## config.mk

```make
export PLATFORM = sky130hd
export DESIGN_NAME = seq_buffer
export DESIGN_NICKNAME = d
export VERILOG_FILES = /design/src/rtl/seq_pkg.sv /design/src/rtl/seq_buffer_dwell_timer.sv /design/src/rtl/seq_buffer.sv
export SDC_FILE = /design/constraint.sdc
export NUM_CORES = 1
export LEC_CHECK = 0
export ABC_AREA = 0
export CORE_UTILIZATION = 62
export DETAILED_ROUTE_END_ITERATION = 6
export GPL_TIMING_DRIVEN = 0
export PLACE_DENSITY = 0.83
export SYNTH_ARGS = -nofsm -noshare
export SYNTH_HDL_FRONTEND = slang
export SYNTH_SLANG_ARGS = --single-unit
```

## constraint.sdc

```tcl
create_clock -name clk -period 5.75 [get_ports clk]
set_input_delay 1.15 -clock clk [delete_from_list [all_inputs] [get_ports clk]]
set_output_delay 1.15 -clock clk [all_outputs]
set_load 0.05 [all_outputs]
```

## src/rtl/seq_pkg.sv

```systemverilog
// Shared defaults for the step-sequence buffer, its FSM and benches.
package seq_pkg;

    localparam int SEQ_WIDTH = 8;     // bits per stored step code
    localparam int SEQ_DEPTH = 16;    // buffer entries (power of two)
    localparam int SEQ_DWELL = 1000;  // clock cycles per playback step

    // Occupancy counter width: must represent 0..depth inclusive.
    function automatic int cnt_bits(input int depth);
        return $clog2(depth) + 1;
    endfunction

endpackage

```

## src/rtl/seq_buffer_dwell_timer.sv

```systemverilog
// Dwell timer: free-running step counter that emits a one-cycle pulse every
// DWELL enabled cycles. Dropping timer_enable restarts the dwell period.
module dwell_timer #(
    parameter int DWELL = 1000
) (
    input  logic clk,
    input  logic reset,
    input  logic timer_enable,
    output logic timer
);

    localparam int CW = $clog2(DWELL);
    localparam logic [CW-1:0] LAST = CW'(DWELL - 1);

    logic [CW-1:0] cnt;

    // Count enabled cycles; pulse and wrap on the DWELL-th one.
    always_ff @(posedge clk or posedge reset) begin
        if (reset) begin
            cnt   <= '0;
            timer <= 1'b0;
        end else if (!timer_enable) begin
            cnt   <= '0;
            timer <= 1'b0;
        end else if (cnt == LAST) begin
            cnt   <= '0;
            timer <= 1'b1;
        end else begin
            cnt   <= cnt + CW'(1);
            timer <= 1'b0;
        end
    end

endmodule

```

## src/rtl/seq_buffer.sv

```systemverilog
// Step-sequence FIFO with registered read port plus a dwell timer that paces
// playback. Optional sticky overflow/underflow flags are built when
// SEQ_BUFFER_ERR_FLAGS_EN is defined.
module seq_buffer
    import seq_pkg::*;
#(
    parameter int WIDTH = SEQ_WIDTH,
    parameter int DEPTH = SEQ_DEPTH,
    parameter int DWELL = SEQ_DWELL
) (
    input  logic                     clk,
    input  logic                     reset,
    input  logic                     write_enable,
    input  logic                     read_enable,
    input  logic                     timer_enable,
    input  logic [WIDTH-1:0]         data_in,
    output logic [WIDTH-1:0]         data_out,
    output logic                     empty,
    output logic                     full,
    output logic                     timer,
    output logic [cnt_bits(DEPTH)-1:0] count
`ifdef SEQ_BUFFER_ERR_FLAGS_EN
    ,
    output logic                     overflow,
    output logic                     underflow
`endif
);

    localparam int PW = $clog2(DEPTH);
    localparam int CW = cnt_bits(DEPTH);

    logic [WIDTH-1:0] mem [DEPTH];
    logic [PW-1:0]    wptr, rptr;
    logic             push, pop;

    // A pop frees a slot on the same edge, so a full buffer still accepts a
    // write when it is also being read.
    assign push  = write_enable && (!full || read_enable);
    assign pop   = read_enable && !empty;
    assign empty = (count == '0);
    assign full  = (count == CW'(DEPTH));

    // Pointer, occupancy and registered read data.
    always_ff @(posedge clk or posedge reset) begin
        if (reset) begin
            wptr     <= '0;
            rptr     <= '0;
            count    <= '0;
            data_out <= '0;
        end else begin
            if (push) wptr <= wptr + PW'(1);
            if (pop) begin
                rptr     <= rptr + PW'(1);
                data_out <= mem[rptr];
            end
            case ({push, pop})
                2'b10:   count <= count + CW'(1);
                2'b01:   count <= count - CW'(1);
                default: count <= count;
            endcase
        end
    end

    // Storage is left uninitialised; occupancy alone defines validity.
    always_ff @(posedge clk) begin
        if (push) mem[wptr] <= data_in;
    end

`ifdef SEQ_BUFFER_ERR_FLAGS_EN
    // Sticky error flags: dropped push and ignored pop.
    always_ff @(posedge clk or posedge reset) begin
        if (reset) begin
            overflow  <= 1'b0;
            underflow <= 1'b0;
        end else begin
            if (write_enable && full && !read_enable) overflow <= 1'b1;
            if (read_enable && empty)                 underflow <= 1'b1;
        end
    end
`endif

    dwell_timer #(.DWELL(DWELL)) u_dwell (
        .clk          (clk),
        .reset        (reset),
        .timer_enable (timer_enable),
        .timer        (timer)
    );

endmodule

```

==> results of run 1 <==
[synthesized netlist by cell type (all sizes together)]
cell / instances
o21a: 1
nand4b: 1
or3b: 1
nor2: 23
and2: 2
mux4: 33
nor3: 5
or2: 1
buf: 11
clkbuf: 6
nand2b: 4
nand4: 2
o21ai: 12
or4: 1
nand2: 32
edfxtp: 128
inv: 11
xor2: 5
xnor2: 13
nor2b: 2
nor4: 1
nand3: 3
a21oi: 2
and3: 4
a21o: 1
fa: 1
o221ai: 7
dfrtp: 32
mux2i: 8
ha: 10
[worst register-to-register path, stage by stage (launching register included)]
cell and delay [ns]:
dfrtp_1 0.44, or4_1 0.56, o21ai_2 0.37, inv_2 0.15, ha_1 0.28, ha_1 0.33, nor2b_1 0.14, o21ai_0 0.21
a21oi_1 0.10, or3b_2 0.47, xnor2_1 0.14
[final cells by class]
cell class,instances,share of cell area [%]
sequential,160,61.7
multi-input combinational,175,21.9
clock buffer,22,6.15
timing repair buffer,30,4.19
tap,133,2.21
clock inverter,10,2.11
buffer,17,1.20
inverter,11,0.549
[kinds of logic after synthesis]
logic type	after synthesis
DFF	160
and+or+nand+nor	82
muxes	41
buffers and inverters	28
AOI/OAI and AO/OA	23
xor gates and xnor gates	18
adders and majority gates	11
[flip-flops by register name (all words and copies together), names as in the netlist]
name	cells
mem	128
u_dwell.timer	1
count	5
u_dwell.cnt	10
data_out	8
wptr	4
rptr	4
[per-stage QoR]
| step | power [mW] | setup slack, ns | utilization, % | instance area (sq um) |
|---|---|---|---|---|
| after floorplan | 2.39 | 2.53 | - | 6420 |
| final | 3.91 | 2.15 | 76.0 | 7530 |
| after detailed placement | 2.74 | 1.78 | 69.3 | 6870 |
| after CTS | 3.93 | 2.11 | 75.6 | 7490 |
| after global routing | 4.07 | 2.05 | 76.0 | 7530 |
| after global placement | 2.70 | 1.84 | 69.3 | 6870 |
[final timing paths]
check / endpoint / depth (start not counted) / slack (ns) / start
min in group asynchronous: wptr[3] / 2 / 0.93 / reset
max in group asynchronous: rptr[3] / 3 / 4.36 / reset
min: u_dwell.cnt[0] / 1 / 0.48 / u_dwell.cnt[0]
max: empty / 3 / 2.15 / count[0]
max reg2reg: count[4] / 10 / 2.45 / count[0]
min reg2reg: u_dwell.cnt[0] / 1 / 0.48 / u_dwell.cnt[0]
[per-layer routing]
layer  track usage, %  part of all wire (%)  vias to the layer above
li1                 -                     -                     1488
met2             42.0                    51                      166
met3             6.54                   7.1                       24
met5                0                     0                        -
met4             13.0                   2.6                        0
met1             33.5                    39                     1707
[power breakdown]
group	total (mW)	switching (mW)	internal (mW)
registers	1.51	0.0833	1.43
logic	1.23	0.724	0.506
clock network	1.17	0.433	0.738
==> reports/results.ini, run 1 <==
[routing]
detail_route.wirelength_um = 12700
post_drt_wl_per_cell_um = 22.7
viasPerCell = 6.07
dr.first_iter.drc_count = 385
vias = 3385
antenna_left = 0
drc = 0
first_pass_iters = 5

[timing]
fmax_ghz = 0.278
drv_slew = 0
period_needed_ns = 3.60
rsz0062_at_grt = false
worst_pin_slew_ns = 1.29
hold_slack_ns = 0.482
maxSlewHeadroom_pct = 13.1
clock_skew_ns = 0.00990
final-hold-violation-count = 0
period_share_pct = 62.6
finalSetupViolCount = 0
tns_ns = 0

[cts]
post_cts_resized = 0
post-cts-setup-buffers = 0
ctsHtreeMaxLevel = 4
path_clk_slew_ns = 0.06
cts_hold_buf = 0
cts_sinks = 160
numCtsBuffers = 17
clk_path_buf_depth = 2
tritoncts = built
insertion_delay_ns = 0.54
root_buffer = clkbuf_8

[power_and_ir_drop]
p_leak_nw = 2.67
p_per_area_nw_per_um2 = 520
ir_drop_uv = 321

[cells_and_area]
multi_input_area_sq_um = 1650
regArea_sq_um = 4640
syn_to_final_growth_pct = 17.2
num_antenna_cells = 0
layout_common_cells = edfxtp_1 (128), mux4_2 (33), nand2_1 (32), dfrtp_1 (32), clkdlybuf4s50_1 (28)
nFillCells = 556
layout.cells.non_filler = 558
layout-drive-gt1-share_pct = 18.6
layout_commonest_cell = edfxtp_1
nets = 436

[setup_path]
cp-start-kind = register
path_class = reg2out
cp_max_fo = 6
crit_slowest_cell = clkdlybuf4s50_1
arrival_ns = 2.45
cp-end-kind = primary output
crit_chain = or4_1 > nor2_1 > clkdlybuf4s50_1
crit_required_ns = 4.60
cp_top_family = buffers and inverters
slowest_delay_ns = 0.80
path_buf_inv = 1

[logic_synthesis]
ys_seq_elements = 160
synthXorXnorAreaFrac_pct = 2.45
synth-adder-area-share_pct = 2.26
syn_inst = 363
synth_compound_area_share_pct = 2.34
syn-num-nets = 387
yosysUniqueCellTypes = 35
synth_seq_area_share_pct = 72.3
synth_top_family_by_area = multiplexers
yosys_warnings = 0
synth_area_per_cell_sq_um = 17.7
synthTopCellsByArea = edfxtp_1 (60%), dfrtp_1 (12%), mux4_2 (12%)
yosys.area.top_type = edfxtp_1
synth_area_sq_um = 6420
synth.top_cell.area_share_pct = 59.8
synth-simple-area-share_pct = 5.78
synthMuxAreaShare_pct = 12.8

[die]
num_rows = 36
coreArea_sq_um = 9910
die_area_sq_um = 10800
fp.dieH_um = 104
io_pins = 29
start_util_pct = 64.8
die_x_um = 104

[placement]
io_buffers = 28
post-place-cells = 524
routabilityCongestion = 0.769
hpwl_um = 7940

[grt]
grt_first_pass_wirelength_um = 19600
grt-ovfl-total = 0
grt_pass1_vias = 3533
grt_max_degree = 33
grt_use_total_pct = 26.1
antenna_found_initial = 0

[hold_path]
hp-class = reg2reg

[run_status]
status = finished, final reports clean

[run]
maxCapViolations = 0

(Power assumes the default switching activity.)
==> run 2, diff against run 1 <==
--- a/config.mk
+++ b/config.mk
@@ -6,10 +6,10 @@
 export NUM_CORES = 1
 export LEC_CHECK = 0
 export ABC_AREA = 0
-export CORE_UTILIZATION = 62
+export CORE_UTILIZATION = 54
 export DETAILED_ROUTE_END_ITERATION = 6
 export GPL_TIMING_DRIVEN = 0
-export PLACE_DENSITY = 0.83
+export PLACE_DENSITY = 0.77
 export SYNTH_ARGS = -nofsm -noshare
 export SYNTH_HDL_FRONTEND = slang
 export SYNTH_SLANG_ARGS = --single-unit
==> constraint.sdc (replaced) <==
create_clock -name clk -period 3.3 [get_ports clk]
set_input_delay 0.66 -clock clk [delete_from_list [all_inputs] [get_ports clk]]
set_output_delay 0.66 -clock clk [all_outputs]
set_load 0.05 [all_outputs]
==> reports/results.ini, run 2 (same netlist as run 1, synthesis figures left out) <==
[setup_path]
arrival_ns = 2.45  ; about the same
crit_required_ns = 2.64  ; -1.96 ns
cp-end-kind = primary output
path_class = reg2out
cp_max_fo = 6  ; unchanged
cp-start-kind = register

[power_and_ir_drop]
p_per_area_nw_per_um2 = 911  ; +75%
p_switching_mw = 2.18  ; +75%
p_int_mw = 4.72  ; +77%
combinationalPowerShare_pct = 30.7  ; -0.8 points
ir_drop_uv = 422  ; +31%
swShare_pct = 31.6  ; -0.15 points
p_leak_nw = 2.67  ; +0.13%
seqPwrFrac_pct = 38.0  ; -0.6 points
power_frac_clock_pct = 31.3  ; +1.4 points

[cells_and_area]
largest_register_ffs = 128  ; unchanged
nFillCells = 758  ; +36%
layout-drive-gt1-share_pct = 19.6  ; +1.0 points
regArea_sq_um = 4640  ; unchanged
nets = 434  ; -0.46%
layout.cells.non_filler = 566  ; +1.4%
biggestRegsByFlops = mem: 128 flops, u_dwell.cnt: 10 flops, data_out: 8 flops
num_antenna_cells = 0  ; unchanged
layout_commonest_cell = edfxtp_1
multi_input_area_sq_um = 1670  ; +1.1%
final_area_sq_um = 7560  ; +0.47%
layout_common_cells = edfxtp_1 (128), mux4_2 (33), nand2_1 (32), dfrtp_1 (32), clkdlybuf4s50_1 (28)
syn_to_final_growth_pct = 17.7
regMostFlops = mem

[die]
num_rows = 39  ; +8.3%
fp.dieH_um = 111  ; +7.0%
io_pins = 29  ; unchanged
die_area_sq_um = 12300  ; +15%
die_x_um = 111  ; +7.0%
coreArea_sq_um = 11500  ; +16%
start_util_pct = 55.8  ; -9.0 points

[cts]
cts_hold_buf = 0  ; unchanged
ctsHtreeMaxLevel = 4  ; unchanged
insertion_delay_ns = 0.43  ; -0.11 ns
root_buffer = clkbuf_16
tritoncts = built
path_clk_slew_ns = 0.06  ; about the same
clk_path_buf_depth = 2  ; unchanged
cts_sinks = 160  ; unchanged
numCtsBuffers = 17  ; unchanged

[grt]
grt-ovfl-total = 0  ; unchanged
grt_max_degree = 33  ; unchanged
antenna_found_initial = 0  ; unchanged
grt_pass1_vias = 3340  ; -5.5%
grt_use_total_pct = 21.2  ; -4.9 points
grt_first_pass_wirelength_um = 18600  ; -5.2%

[placement]
routabilityCongestion = 0.786  ; +2.3%
io_buffers = 28  ; unchanged
placed_cell_area_sq_um = 6880  ; +0.18%
post-place-cells = 534  ; +1.9%
hpwl_um = 7380  ; -7.1%

[timing]
clock_skew_ns = 0.0148  ; +0.00485 ns
drv_slew = 0  ; unchanged
finalSetupViolCount = 0  ; unchanged
worst_pin_slew_ns = 1.35  ; +0.0595 ns
period_share_pct = 94.1
period_needed_ns = 3.11
fmax_ghz = 0.322
rsz0062_at_grt = false
maxSlewHeadroom_pct = 9.09  ; -4.0 points
final-hold-violation-count = 0  ; unchanged

[run]
maxCapViolations = 0  ; unchanged

[routing]
dr.first_iter.drc_count = 236  ; -39%
drc = 4  ; +4
first_pass_iters = 6  ; +1
viasPerCell = 5.78  ; -4.8%
antenna_left = 0  ; unchanged
detail_route.wirelength_um = 11800  ; -6.7%
post_drt_wl_per_cell_um = 20.9  ; -8.1%
vias = 3270  ; -3.4%

[run_status]
violations = DRC
status = complete, but fails checks

[hold_path]
hp-class = reg2reg

==> run 2: final timing paths <==
kind                            cells past startpoint        endpoint      startpoint  slack [ns]
min in group asynchronous                           2  u_dwell.cnt[1]           reset        0.67
worst min register to register                      1  u_dwell.cnt[0]  u_dwell.cnt[0]        0.45
worst max register to register                     10        count[4]        count[0]        0.24
worst max-delay path                                3           empty        count[0]        0.19
max in group asynchronous                           2     data_out[4]           reset        2.18
worst min-delay path                                1  u_dwell.cnt[0]  u_dwell.cnt[0]        0.45
==> run 2: layout make-up <==
type                    count  area share (%)
repair buffers             29            3.81
clock inverters            15            3.08
flip-flops and latches    160            61.4
plain buffers              16            1.14
inverters                  11           0.546
clock buffers              17            5.63
well taps                 143            2.37
multi-input cells         175            22.0
==> run 2: stage by stage <==
stage	hold slack, ns	total power, mW	utilization (%)	TNS, ns	setup WS [ns]
4_1_cts	0.455	6.94	65.5	0	0.0875
3_5_place_dp	0.447	4.77	59.8	-2.35	-0.244
5_1_grt	0.477	7.20	65.7	0	0.0788
2_1_floorplan	0.425	4.16	-	0	0.129
6_report	0.448	6.89	65.7	0	0.193
3_3_place_gp	0.438	4.69	59.8	-0.0949	-0.0949
==> run 2: power by group through the flow <==
stage               registers, mW  clock network (mW)  logic, mW
finish                       2.62                2.16       2.12
global route                 2.65                2.26       2.28
CTS                          2.62                2.18       2.14
detailed placement           2.66                   0       2.11
global placement             2.64                   0       2.05
floorplan                    2.91                   0       1.25
==> run 2: critical path, cell delays in order (launching register included) <==
cell and delay [ns]:
dfrtp_1 0.45, or4_1 0.61, nor2_1 0.15, clkdlybuf4s50_1 0.82
==> run 2: repair_timing <==
item | CTS | global route
pin swaps | 0 | 1
resized for setup | 1 | 0
endpoints found under the setup margin | 1 | 1
buffers inserted | 0 | 1
gates cloned | 0 | 0
==> run 2: metal layers <==
| layer | track usage (%) | wire, um |
|---|---|---|
| met3 | 4.70 | 567 |
| met5 | 0 | 0 |
| met4 | 9.91 | 242 |
| met1 | 27.0 | 4910 |
| met2 | 34.9 | 6080 |
==> run 3, diff against run 2 <==
--- a/config.mk
+++ b/config.mk
@@ -6,10 +6,10 @@
 export NUM_CORES = 1
 export LEC_CHECK = 0
 export ABC_AREA = 0
-export CORE_UTILIZATION = 54
+export CORE_UTILIZATION = 60
 export DETAILED_ROUTE_END_ITERATION = 6
 export GPL_TIMING_DRIVEN = 0
-export PLACE_DENSITY = 0.77
+export PLACE_DENSITY = 0.81
 export SYNTH_ARGS = -nofsm -noshare
 export SYNTH_HDL_FRONTEND = slang
 export SYNTH_SLANG_ARGS = --single-unit
==> constraint.sdc (replaced) <==
create_clock -name clk -period 3.4 [get_ports clk]
set_input_delay 0.68 -clock clk [delete_from_list [all_inputs] [get_ports clk]]
set_output_delay 0.68 -clock clk [all_outputs]
set_load 0.05 [all_outputs]
==> reports/results.ini, run 3 (same netlist as run 1, synthesis figures left out) <==
[power_and_ir_drop]
seqPwrFrac_pct = 38.8  ; +0.8 points
ir_drop_uv = 499  ; +18%
p_per_area_nw_per_um2 = 878  ; -3.6%
p_switching_mw = 2.14  ; -1.8%
swShare_pct = 32.4  ; +0.84 points
p_int_mw = 4.46  ; -5.5%
combinationalPowerShare_pct = 31.8  ; +1.1 points
p_leak_nw = 2.65  ; -0.86%
power_frac_clock_pct = 29.4  ; -1.9 points

[grt]
grt_max_degree = 33  ; unchanged
antenna_found_initial = 0  ; unchanged
grt_util_met2_pct = 40.9  ; +6.0 points
grt_first_pass_wirelength_um = 19700  ; +6.0%
grt_use_total_pct = 25.4  ; +4.3 points
grt_busiest_layer = met2
grt_pass1_vias = 3540  ; +6.0%
met1_usage_pct = 33.5  ; +6.5 points
grt_use_met3_pct = 6.56  ; +1.9 points
grt-ovfl-total = 0  ; unchanged

[timing]
worst_pin_slew_ns = 1.33  ; -0.0231 ns
clock_skew_ns = 0.00890  ; -0.00585 ns
period_share_pct = 93.7
final-hold-violation-count = 0  ; unchanged
drv_slew = 0  ; unchanged
fin_ws_ns = 0.213  ; +0.0202 ns
fmax_ghz = 0.314
period_needed_ns = 3.19
rsz0062_at_grt = false
finalSetupViolCount = 0  ; unchanged
maxSlewHeadroom_pct = 10.6  ; +1.6 points

[routing]
first_pass_iters = 5  ; -1
drc = 0  ; -4
antenna_left = 0  ; unchanged
post_drt_wl_per_cell_um = 22.2  ; +6.6%
detail_route.wirelength_um = 12500  ; +5.5%
vias = 3366  ; +2.9%
dr.first_iter.drc_count = 329  ; +39%
viasPerCell = 6.01  ; +4.0%

[die]
io_pins = 29  ; unchanged
num_rows = 37  ; -5.1%
fp.dieH_um = 105  ; -5.0%
coreArea_sq_um = 10400  ; -10%
die_x_um = 105  ; -5.0%
start_util_pct = 61.9  ; +6.2 points
die_area_sq_um = 11100  ; -9.8%

[setup_path]
cp_max_fo = 5  ; -1
cp-end-kind = primary output
cp-start-kind = register
path_class = reg2out
arrival_ns = 2.51  ; +0.06 ns
crit_slowest_cell = clkdlybuf4s50_1
path_buf_inv = 1  ; unchanged
crit_required_ns = 2.72  ; +0.08 ns
crit_chain = or4_1 > nor2_1 > clkdlybuf4s50_1
cp_top_family = buffers and inverters
slowest_delay_ns = 0.81  ; about the same

[placement]
routabilityCongestion = 0.809  ; +2.9%
io_buffers = 28  ; unchanged
place_ws_ns = -0.135  ; +0.109 ns
hpwl_um = 7950  ; +7.8%

[cells_and_area]
layout_common_cells = edfxtp_1 (128), mux4_2 (33), nand2_1 (32), dfrtp_1 (32), clkdlybuf4s50_1 (28)
biggestRegsByFlops = mem: 128 flops, u_dwell.cnt: 10 flops, data_out: 8 flops
syn_to_final_growth_pct = 16.8
layout-drive-gt1-share_pct = 19.1  ; -0.52 points
nFillCells = 616  ; -19%
nets = 435  ; +0.23%
postLayoutCoreUtil_pct = 72.4  ; +6.7 points
regMostFlops = mem
layout_commonest_cell = edfxtp_1
num_antenna_cells = 0  ; unchanged
largest_register_ffs = 128  ; unchanged

[run_status]
status = finished, final reports clean

[cts]
tritoncts = built
root_buffer = clkbuf_8
clk_path_buf_depth = 2  ; unchanged
path_clk_slew_ns = 0.06  ; about the same
cts_hold_buf = 0  ; unchanged
insertion_delay_ns = 0.53  ; +0.10 ns
ctsHtreeMaxLevel = 4  ; unchanged
cts_sinks = 160  ; unchanged
numCtsBuffers = 17  ; unchanged

[run]
maxCapViolations = 0  ; unchanged

[hold_path]
hp-class = reg2reg

## run 3: cell types whose count changed in the layout (fill, tap and decap cells not counted), sizes merged
| cell | previous run | this run |
|---|---|---|
| inv | 15 | 12 |
| bufinv | 5 | 4 |
| clkinv | 3 | 7 |
| clkbuf | 22 | 23 |
## run 3: area by class of cell
class / instances / area, sq um / share of cell area [%]
timing repair buffer: 29 / 288 / 3.83
inverter: 11 / 41.3 / 0.550
tap: 136 / 170 / 2.27
sequential: 160 / 4640 / 61.9
clock buffer: 17 / 414 / 5.52
clock inverter: 15 / 191 / 2.55
buffer: 17 / 90.1 / 1.20
multi-input combinational: 175 / 1670 / 22.2
## run 3: final timing paths
kind                           startpoint              to  slack (ns)  cells after the start
max reg2reg                      count[1]        count[4]        0.28                     13
max in group asynchronous           reset  u_dwell.cnt[7]        2.36                      2
min in group asynchronous           reset         rptr[2]        0.59                      2
min reg2reg                u_dwell.cnt[0]  u_dwell.cnt[0]        0.47                      1
min                        u_dwell.cnt[0]  u_dwell.cnt[0]        0.47                      1
max                              count[1]           empty        0.21                      3
## run 3: per-stage QoR
| step | TNS, ns | hold slack (ns) | instances | area, sq um | total power [mW] |
|---|---|---|---|---|---|
| detailed placement | -0.135 | 0.449 | 527 | 6870 | 4.67 |
| floorplan | 0 | 0.425 | 363 | 6420 | 4.04 |
| global placement | -0.0317 | 0.441 | 527 | 6870 | 4.58 |
| global route | 0 | 0.495 | 560 | 7510 | 6.88 |
| finish | 0 | 0.466 | 560 | 7510 | 6.59 |
| CTS | 0 | 0.458 | 559 | 7480 | 6.61 |
## run 3: power by group through the flow
stage	logic, mW	registers (mW)	clock network, mW
global placement	2.01	2.57	0
detailed placement	2.08	2.59	0
CTS	2.10	2.55	1.96
finish	2.10	2.56	1.94
floorplan	1.21	2.82	0
global route	2.26	2.58	2.04
## run 3: timing repair
action | in CTS | in global routing
resized for setup | 0 | 2
endpoints found under the setup margin | 0 | 1
setup buffers | 0 | 1
## run 3: metal layers
metal  routed length [um]  up-vias
met3                  791       26
met4                  246        0
li1                     -     1485
met5                    0        -
met2                 6440      130
met1                 4970     1725
